### src/rtl/delay_arbiter.sv
// Round-robin arbiter sharing one 0..N delay timer among NREQ requesters.
// The granted requester receives a one-cycle done pulse after N+1 RUN cycles.
module delay_arbiter #(
    parameter int N     = 20000,
    parameter int CBITS = 15,
    parameter int NREQ  = 4
) (
    input  logic             clk,
    input  logic             rst,
    input  logic [NREQ-1:0]  req,
    output logic [NREQ-1:0]  gnt,
    output logic [NREQ-1:0]  done,
    output logic             busy,
    output logic [CBITS-1:0] cnt,
    output logic             err
);

    localparam int PBITS = (NREQ > 1) ? $clog2(NREQ) : 1;
    localparam logic [CBITS-1:0] CNT_MAX = CBITS'(N);

    typedef enum logic [1:0] {
        IDLE = 2'd0,
        RUN  = 2'd1,
        DONE = 2'd2
    } state_t;

    state_t           state, state_nxt;
    logic [PBITS-1:0] ptr, ptr_nxt;
    logic [NREQ-1:0]  gnt_nxt, done_nxt;
    logic [CBITS-1:0] cnt_nxt;
    logic             err_nxt;

    logic             pick_valid;
    logic [NREQ-1:0]  pick_onehot;
    logic [PBITS-1:0] pick_succ;
    logic [PBITS-1:0] scan_idx;

    // Round-robin search starting at ptr; the first set request wins.
    // NOTE: every variable written here gets a default first, so no path leaves it unassigned and no latch is inferred.
    always_comb begin
        pick_valid  = 1'b0;
        pick_onehot = '0;
        pick_succ   = '0;
        scan_idx    = '0;
        for (int k = 0; k < NREQ; k++) begin
            scan_idx = PBITS'((int'(ptr) + k) % NREQ);
            if (!pick_valid && req[scan_idx]) begin
                pick_valid            = 1'b1;
                pick_onehot[scan_idx] = 1'b1;
                pick_succ             = PBITS'((int'(scan_idx) + 1) % NREQ);
            end
        end
    end

    always_comb begin
        state_nxt = state;
        gnt_nxt   = gnt;
        done_nxt  = '0;
        cnt_nxt   = cnt;
        ptr_nxt   = ptr;
        err_nxt   = err | (cnt > CNT_MAX);

        case (state)
            IDLE: begin
                if (pick_valid) begin
                    state_nxt = RUN;
                    gnt_nxt   = pick_onehot;
                    cnt_nxt   = '0;
                    ptr_nxt   = pick_succ;
                end
            end
            RUN: begin
                // Terminal count wins over a same-cycle cancel, so done is never lost.
                if (cnt >= CNT_MAX) begin
                    state_nxt = DONE;
                    done_nxt  = gnt;
                    cnt_nxt   = '0;
                end else if ((req & gnt) == '0) begin
                    state_nxt = IDLE;
                    gnt_nxt   = '0;
                    cnt_nxt   = '0;
                end else begin
                    cnt_nxt = cnt + 1'b1;
                end
            end
            DONE: begin
                state_nxt = IDLE;
                gnt_nxt   = '0;
                cnt_nxt   = '0;
            end
            default: begin
                state_nxt = IDLE;
                gnt_nxt   = '0;
                cnt_nxt   = '0;
            end
        endcase
    end

    // NOTE: state registers use non-blocking assignments so every flop samples pre-edge values.
    always_ff @(posedge clk) begin
        if (rst) begin
            state <= IDLE;
            gnt   <= '0;
            done  <= '0;
            cnt   <= '0;
            ptr   <= '0;
            err   <= 1'b0;
        end else begin
            state <= state_nxt;
            gnt   <= gnt_nxt;
            done  <= done_nxt;
            cnt   <= cnt_nxt;
            ptr   <= ptr_nxt;
            err   <= err_nxt;
        end
    end

    assign busy = (state != IDLE);

    a_gnt_onehot0: assert property (@(posedge clk) disable iff (rst) $onehot0(gnt));
    a_done_with_gnt: assert property (@(posedge clk) disable iff (rst) (done & ~gnt) == '0);
    a_no_err: assert property (@(posedge clk) disable iff (rst) !err);

endmodule

### config.mk
export PLATFORM = sky130hd
export DESIGN_NAME = delay_arbiter
export DESIGN_NICKNAME = d
export VERILOG_FILES = /design/src/rtl/delay_arbiter.sv
export SDC_FILE = /design/constraint.sdc
export NUM_CORES = 1
export LEC_CHECK = 0
export ABC_CLOCK_PERIOD_IN_PS = 4900
export CORE_ASPECT_RATIO = 1.4
export CORE_MARGIN = 3
export CORE_UTILIZATION = 45
export DETAILED_ROUTE_END_ITERATION = 8
export PLACE_DENSITY = 0.7
export RECOVER_POWER = 100
export SYNTH_ARGS = -nofsm -noshare
export SYNTH_HDL_FRONTEND = slang
export SYNTH_SLANG_ARGS = --single-unit
### constraint.sdc
create_clock -name clk -period 4.9 [get_ports clk]
set_input_delay 0.49 -clock clk [delete_from_list [all_inputs] [get_ports clk]]
set_output_delay 0.49 -clock clk [all_outputs]
set_load 0.05 [all_outputs]
---- Word level (Yosys, flattened, before mapping) ----
Cells that the tools add are included.
word-level totals
  output and inout bits ................... 25
  flip-flop bits (word level) ............. 28
  bits of input ports ..................... 6
cells by class
  $add $sub $neg .......................... 7
  bitwise logic cells ..................... 7
  mux-type cells .......................... 40
  equality and inequality tests ........... 5
  reduce and logical (&&, ||, !) cells .... 17
  order comparisons ....................... 10
operators with widths
  cell                   count
  $mux 15                3
  $pmux 15 s2            1
  $mux 4                 7
  $add 15x1->15 const B  1
  $ge 15x15->1 const B   1
  $gt 15x15->1 const B   1
  $mux 2                 7
  $lt 2x3->1 const B     4
  $mux 1                 12
  $or 4x4->4             3
  $add 2x1->2 const B    4
  $bmux 1 s2             4
  $demux 1 s2            4
  $ge 2x1->1 const B     4
  $pmux 4 s2             1
  $logic_and 1x1->1      7
  $ne 2x2->1 const B     3
  $add 2x2->2 const B    2
  $and 4x4->4            1
  $logic_not 4->1        1
  $pmux 2 s2             1
  $reduce_and 2->1       2
  $logic_not 1->1        3
  $ne 3x3->1 const B     1
  other kinds (7)        8

---- Longest topological paths before layout ----
Gate-level depths: netlist (run 1).
  depth in word-level cells ............... 14
  mapped depth ............................ 9
  mapped depth without buffers ............ 7

---- Worst setup path after synthesis (run 1) ----
OpenSTA, ideal clock, no wires.
  kind .................................... reg2reg
  from .................................... register ptr[0]
  to ...................................... register ptr[1]
  stages on the path, launching flop included .. 10
  required time ........................... 4808 ps
  slack ................................... 2622 ps
  arrival ................................. 2186 ps
  clock period less this slack ............ 2278 ps
  setup time .............................. 92 ps
  path through ............................ dfxtp_1 > buf_6 > inv_1 > ha_1 > buf_6 > or3b_1 > a2111oi_2 > a31oi_1 > o21ba_1 > o32ai_1
between the ends
  longest elaborated chain between the ends .. 13
  elaborated cells on any way between the ends .. 29
  classes of those cells .................. 6 x add/sub; 16 x mux; 7 x reduce/logical
RTL lines
  element                                                               line  RTL
  from (decl)                                                           28    logic [PBITS-1:0] ptr, ptr_nxt;
  from (signal assigned)                                                113   ptr <= ptr_nxt;
  parallel branches: the longest is 13 deep, another holds $add 2x1->2  --
Parallel ways; which one is timed is not known. The select of a mux whose other input is x is not followed.
A chain may end at the register's enable or synchronous reset.

---- Worst setup path after layout (run 1) ----
  from .................................... register ptr[0]
  to ...................................... register gnt[0]
between the ends
  longest elaborated chain between the ends .. 14
  elaborated cells on any way between the ends .. 52
  classes of those cells .................. 3 x add/sub; 8 x order compare; 1 x eq/ne; 26 x mux; 3 x bitwise; 11 x reduce/logical
RTL lines
  element                                                              line  RTL
  parallel branches: the longest is 14 deep, another holds $lt 2x3->1  --
  to (signal assigned)                                                 110   gnt <= gnt_nxt;
  to (decl)                                                            11    output logic [NREQ-1:0] gnt,
Parallel ways; which one is timed is not known. The select of a mux whose other input is x is not followed.

==> impl_metrics.env, run 1 <==
export IMPL_outcome="complete, no violations"
export IMPL_min_period_over_period=0.5815
export IMPL_start_kind="register"
export IMPL_skew_ns=0.002180
export IMPL_worst_slew_pin_slew_ns=0.5816
export IMPL_grt_pass1_vias=1470
export IMPL_ff2ff_path_depth=7
export IMPL_ctsHoldBuffers=0
export IMPL_port_buffers=30
export IMPL_antenna_left=0
export IMPL_cts_buffers=3
export IMPL_clk_path_buf_depth=2
export IMPL_met3_length_um=139
export IMPL_synth_area_mm2=0.001709
export IMPL_die_area_mm2=0.004584
export IMPL_hold_class="reg2reg"
export IMPL_die_y_um=78.92
export IMPL_antenna_found_initial=0
export IMPL_cts_root_buf="clkbuf_8"
export IMPL_holdWs_ns=0.4826
export IMPL_timing_max_cap_violations=0
export IMPL_path_clk_slew_ns=0.09
export IMPL_critical_path_required_ns=5.12
export IMPL_hpwl_um=2958
export IMPL_nets=233
export IMPL_insertion_delay_ns=0.27
export IMPL_wl_met2_um=2051
export IMPL_peakVddDrop_uv=219.3
export IMPL_whs_path_depth=2
export IMPL_design_power_total_mw=0.8235
export IMPL_drt_iter0_markers=83
export IMPL_dpl_cell_count=253
export IMPL_route_top_layer_used="met4"
export IMPL_worstHoldEndpoint="err"
export IMPL_rows=25
export IMPL_synth_xor_area_frac=0.07174
export IMPL_fin_tns_setup_ns=0
export IMPL_cp_depth=7
export IMPL_drive_gt1_frac=0.05530
export IMPL_yosys_cell_types_count=54
export IMPL_report_final_slew_viol_count=0
export IMPL_ys_seq_elements=28
export IMPL_ios=31
export IMPL_drc=0
export IMPL_p_per_area_mw_per_mm2=405.3
export IMPL_synth_edf_count=0
export IMPL_gp_congestion=0.8755
export IMPL_synth_mux_area_frac=0.05051
export IMPL_n_antenna_cell=0
export IMPL_vias_per_cell=5.829
export IMPL_crit_chain="inv_1 -> ha_1 -> or3b_1 -> a2111oi_0 -> a31oi_1 -> nor2_1 -> a221o_1"
export IMPL_ys_flop_type="dfxtp_1"
export IMPL_slowest_stage="dfxtp_1"
export IMPL_crit_arrival_ns=3.07
export IMPL_drt_pass1_iterations=4
export IMPL_yosys_area_share_simple=0.2621
export IMPL_path_buf_inv=1
export IMPL_setup_viol=0
export IMPL_clock_sinks=28
export IMPL_hold_violations=0
export IMPL_worstReg2RegEnd="gnt[0]"
export IMPL_r2r_start="ptr[0]"
export IMPL_fmax_mhz=351.0
export IMPL_yosysWarnings=0
export IMPL_synthAdderAreaFrac=0.06589
export IMPL_grt_pass1_wl_um=6492
export IMPL_ys_seq_area_frac=0.3280
export IMPL_synth_top_family_by_area="simple AND/OR/NAND/NOR gates"
export IMPL_gr_usage_all_layers=0.1777
export IMPL_wl_met1_um=1507
export IMPL_final_cell_count_no_fill=257
export IMPL_synth_avg_cell_area_um2=8.856
export IMPL_crit_fanout=14
export IMPL_max_stage_delay_ns=0.70
export IMPL_fin_crit_ns=2.849
export IMPL_ys_async_sr_fraction=0
export IMPL_mappedNetlistNets=208
export IMPL_r2r_slack_ns=2.05
export IMPL_start_util=0.4879
export IMPL_cp_top_family="compound AO/OA/AOI/OAI gates"
export IMPL_drt_wl_total_um=3806
export IMPL_leakage_nw=0.8122
export IMPL_fp_dieW_um=58.09
export IMPL_rsz0062_at_grt="false"
export IMPL_worstHoldStart="err"
export IMPL_cts_repair_resized=0
export IMPL_synthCells=193
export IMPL_cts_max_level=1
export IMPL_post_cts_buffers=0
export IMPL_cts_tree="done"
export IMPL_via_count=1498
export IMPL_setup_worst_path_class="reg2reg"
export IMPL_synth_compound_area_frac=0.1611
export IMPL_routedWlPerCell_um=14.81
export IMPL_syn_to_final_growth_pct=18.89
export IMPL_coreArea_mm2=0.003503
export IMPL_end_kind="register"
export IMPL_grt_overflow_total=0
export IMPL_max_slew_margin=0.6117
export IMPL_grt_max_degree=17
[worst max path at each step]
stage,startpoint,end,slack [ns]
5_1_grt,ptr[0],gnt[0],1.85
3_5_place_dp,ptr[0],ptr[1],2.15
3_3_place_gp,ptr[0],gnt[1],2.31
2_1_floorplan,ptr[0],ptr[1],2.62
4_1_cts,ptr[0],ptr[1],2.13
6_report,ptr[0],gnt[0],2.05
[cell usage in the layout (no fill, tap or decap), types with 2 or more instances in the layout]
cell type / count
nand2_1: 16
nor2_1: 31
clkbuf_8: 3
ha_1: 9
inv_1: 7
a22oi_1: 2
a21oi_1: 5
a221o_1: 3
o211a_1: 4
a21o_1: 2
nand3_1: 3
xnor2_1: 8
and3_1: 2
nand4_1: 5
o21ai_0: 3
nor2b_1: 2
nand2b_1: 3
clkdlybuf4s50_1: 4
mux4_2: 2
and2_1: 5
xor2_1: 6
nand3b_1: 2
dfxtp_1: 28
dlygate4sd3_1: 26
nor4_1: 4
mux2i_1: 3
nor3_1: 6
[cells in the mapped netlist, types with 3 or more instances]
| cell type | instances | area, µm² |
|---|---|---|
| and2_1 | 5 | 31.28 |
| xor2_1 | 6 | 52.55 |
| nand2b_1 | 3 | 18.77 |
| a21oi_1 | 5 | 25.02 |
| xnor2_1 | 8 | 70.07 |
| ha_1 | 9 | 112.6 |
| buf_6 | 3 | 33.78 |
| nand4_1 | 5 | 31.28 |
| nand2_1 | 16 | 60.06 |
| inv_1 | 7 | 26.28 |
| a221o_1 | 3 | 30.03 |
| dfxtp_1 | 28 | 560.5 |
| mux2i_1 | 3 | 30.03 |
| nor2_1 | 30 | 112.6 |
| nor3_1 | 6 | 30.03 |
| buf_4 | 3 | 22.52 |
| nand3_1 | 3 | 15.01 |
| o211a_1 | 4 | 40.04 |
[kinds of logic (layout without fill, tap and decap cells)]
family                     Yosys count  count (layout)
xor gates and xnor gates            14              14
adders and majority gates            9               9
buffers and inverters               17              41
and+or+nand+nor                     86              86
DFF                                 28              28
muxes                                6               6
AOI/OAI and AO/OA                   33              33
[final cells by class]
type / instances / area, µm²
fill: 336 / 1471
inverter: 7 / 26.28
clock inverter: 1 / 30.03
tap: 40 / 50.05
multi-input combinational: 148 / 1023
timing repair buffer: 30 / 300.3
clock buffer: 3 / 41.29
sequential: 28 / 560.5
[sequential cells by signal (all words and copies together), names as in the netlist]
name,count
cnt,15
done,4
gnt,4
ptr,2
state,2
err,1
[power breakdown]
group | internal, mW | total [mW] | leakage, nW | switching (mW)
registers | 0.248 | 0.283 | 0.227 | 0.0349
clock network | 0.109 | 0.181 | 0.0357 | 0.0712
logic | 0.144 | 0.360 | 0.549 | 0.215
total | 0.502 | 0.823 | 0.812 | 0.321
[layer usage]
metal / global-route usage / vias up
li1: - / 729
met1: 0.1904 / 716
met2: 0.3201 / 43
met3: 0.02276 / 10
met4: 0.1090 / 0
met5: 0 / -
[through the flow]
step                      utilization  cell area [µm²]  worst slack (ns)
after CTS                      0.5861             2053             2.133
after floorplan                     -             1709             2.622
after detailed placement       0.5657             1982             2.151
after global routing           0.5800             2032             1.852
after global placement         0.5657             1982             2.308
final                          0.5800             2032             2.051
[worst min-delay path: stages (launching register included)]
cell and delay (ns):
dfxtp_1 0.34, a21oi_1 0.04, nor2_1 0.07
Note: power is estimated with default switching activity, not from simulation.
==> run 2: changes to the inputs <==
- ABC_CLOCK_PERIOD_IN_PS: 4900 -> 2700
- clock period: 4.9 -> 2.7 ns (I/O delays scaled with it)
==> impl_metrics.env, run 2 (synthesis gave the netlist of run 1 again) <==
export IMPL_antenna_left=0
export IMPL_grt_overflow_total=0
export IMPL_drc=0
export IMPL_clock_sinks=28
export IMPL_drt_iter0_markers=57
export IMPL_placed_cell_area_mm2=0.001989
export IMPL_largest_reg_flops=15
export IMPL_timing_max_cap_violations=0
export IMPL_fin_tns_setup_ns=0
export IMPL_rows=25
export IMPL_crit_arrival_ns=2.61
export IMPL_rsz0062_at_grt="false"
export IMPL_cts_max_level=1
export IMPL_leakage_nw=0.8160
export IMPL_grt_pass1_wl_um=6865
export IMPL_coreArea_mm2=0.003503
export IMPL_hpwl_um=3024
export IMPL_min_period_over_period=0.8792
export IMPL_end_kind="register"
export IMPL_outcome="complete, no violations"
export IMPL_routedWlPerCell_um=15.37
export IMPL_cts_tree="done"
export IMPL_post_place_ws_ns=0.3617
export IMPL_design_area_mm2=0.002046
export IMPL_skew_ns=0.007003
export IMPL_cts_repair_resized=0
export IMPL_grt_pass1_vias=1551
export IMPL_critical_path_required_ns=2.93
export IMPL_worst_slew_pin_slew_ns=0.5405
export IMPL_final_common_cell="nor2_1"
export IMPL_worstHoldEndpoint="err"
export IMPL_whs_path_depth=2
export IMPL_gp_congestion=0.8349
export IMPL_start_kind="register"
export IMPL_via_count=1499
export IMPL_reg_top3="cnt (15), done (4), gnt (4)"
export IMPL_r2r_start="ptr[1]"
export IMPL_drive_gt1_frac=0.06422
export IMPL_drt_pass1_iterations=4
export IMPL_crit_fanout=10
export IMPL_vias_per_cell=5.810
export IMPL_fmax_mhz=421.2
export IMPL_n_antenna_cell=0
export IMPL_cts_buffers=3
export IMPL_die_y_um=78.92
export IMPL_ff2ff_path_depth=7
export IMPL_antenna_found_initial=0
export IMPL_hold_class="reg2reg"
export IMPL_insertion_delay_ns=0.28
export IMPL_dpl_cell_count=254
export IMPL_path_buf_inv=1
export IMPL_largest_register="cnt"
export IMPL_nets=234
export IMPL_layout_setup_ws_ns=0.3261
export IMPL_p_per_area_mw_per_mm2=738.9
export IMPL_design_power_total_mw=1.512
export IMPL_syn_to_final_growth_pct=19.69
export IMPL_ctsHoldBuffers=0
export IMPL_report_final_slew_viol_count=0
export IMPL_cp_top_family="simple AND/OR/NAND/NOR gates"
export IMPL_peakVddDrop_uv=569.6
export IMPL_max_slew_margin=0.6363
export IMPL_drt_wl_total_um=3966
export IMPL_worstHoldStart="err"
export IMPL_max_stage_delay_ns=0.43
export IMPL_gr_usage_all_layers=0.1881
export IMPL_fp_dieW_um=58.09
export IMPL_fin_crit_ns=2.374
export IMPL_final_cell_mix="nor2_1, dfxtp_1, dlygate4sd3_1"
export IMPL_final_cell_count_no_fill=258
export IMPL_ios=31
export IMPL_post_cts_buffers=0
export IMPL_path_clk_slew_ns=0.10
export IMPL_cts_root_buf="clkbuf_8"
export IMPL_clk_path_buf_depth=2
export IMPL_crit_chain="inv_1 -> ha_1 -> or3b_1 -> a2111oi_2 -> a31oi_1 -> nor2_1 -> a221o_1"
export IMPL_grt_max_degree=17
export IMPL_setup_viol=0
export IMPL_fillers=322
export IMPL_worstReg2RegEnd="gnt[1]"
export IMPL_slowest_stage="ha_1"
export IMPL_port_buffers=30
export IMPL_hold_violations=0
export IMPL_die_area_mm2=0.004584
export IMPL_start_util=0.4879
export IMPL_r2r_slack_ns=0.33
export IMPL_setup_worst_path_class="reg2reg"
-- run 2: area by class of cell --
| cell class | count | area [µm²] | share of cell area |
|---|---|---|---|
| multi-input combinational | 148 | 1030 | 0.5034 |
| sequential | 28 | 560.5 | 0.2740 |
| timing repair buffer | 31 | 307.8 | 0.1505 |
| tap | 40 | 50.05 | 0.02446 |
| clock buffer | 3 | 41.29 | 0.02018 |
| clock inverter | 1 | 30.03 | 0.01468 |
| inverter | 7 | 26.28 | 0.01284 |
-- run 2: worst reg2reg max path, delay by kind of cell, from the launching register on --
family | cells | cell delay (ns)
buffers and inverters | 1 | 0.14
AND/OR/NAND/NOR | 2 | 0.69
adder cells (fa/ha/maj) | 1 | 0.43
AO/OA/AOI/OAI | 3 | 0.64
flip-flops | 1 | 0.41
-- run 2: worst max path at each step --
stage,slack [ns],startpoint,cells after the start,end
after floorplan,0.42,ptr[0],9,ptr[1]
after global placement,0.42,req[1],6,cnt[10]
after detailed placement,0.36,req[1],6,cnt[10]
after CTS,0.40,ptr[1],7,gnt[1]
after global routing,0.15,ptr[1],7,gnt[3]
final,0.33,ptr[1],7,gnt[1]
-- run 2: metrics by stage --
stage | hold slack (ns) | util
4_1_cts | 0.5030 | 0.5882
6_report | 0.4969 | 0.5839
3_3_place_gp | 0.4592 | 0.5679
3_5_place_dp | 0.4806 | 0.5679
2_1_floorplan | 0.5215 | -
5_1_grt | 0.5398 | 0.5839
-- run 2: report_power, final --
| group | switching, mW | total [mW] | internal, mW |
|---|---|---|---|
| sequential | 0.0363 | 0.487 | 0.451 |
| combinational | 0.421 | 0.693 | 0.272 |
| clock | 0.133 | 0.332 | 0.199 |
-- run 2: metal layers --
layer | vias up | routed length, µm | track usage
li1 | 730 | - | -
met1 | 705 | 1523 | 0.1948
met2 | 51 | 2139 | 0.3507
met3 | 13 | 170 | 0.02276
met4 | 0 | 132 | 0.1090
met5 | - | 0 | 0
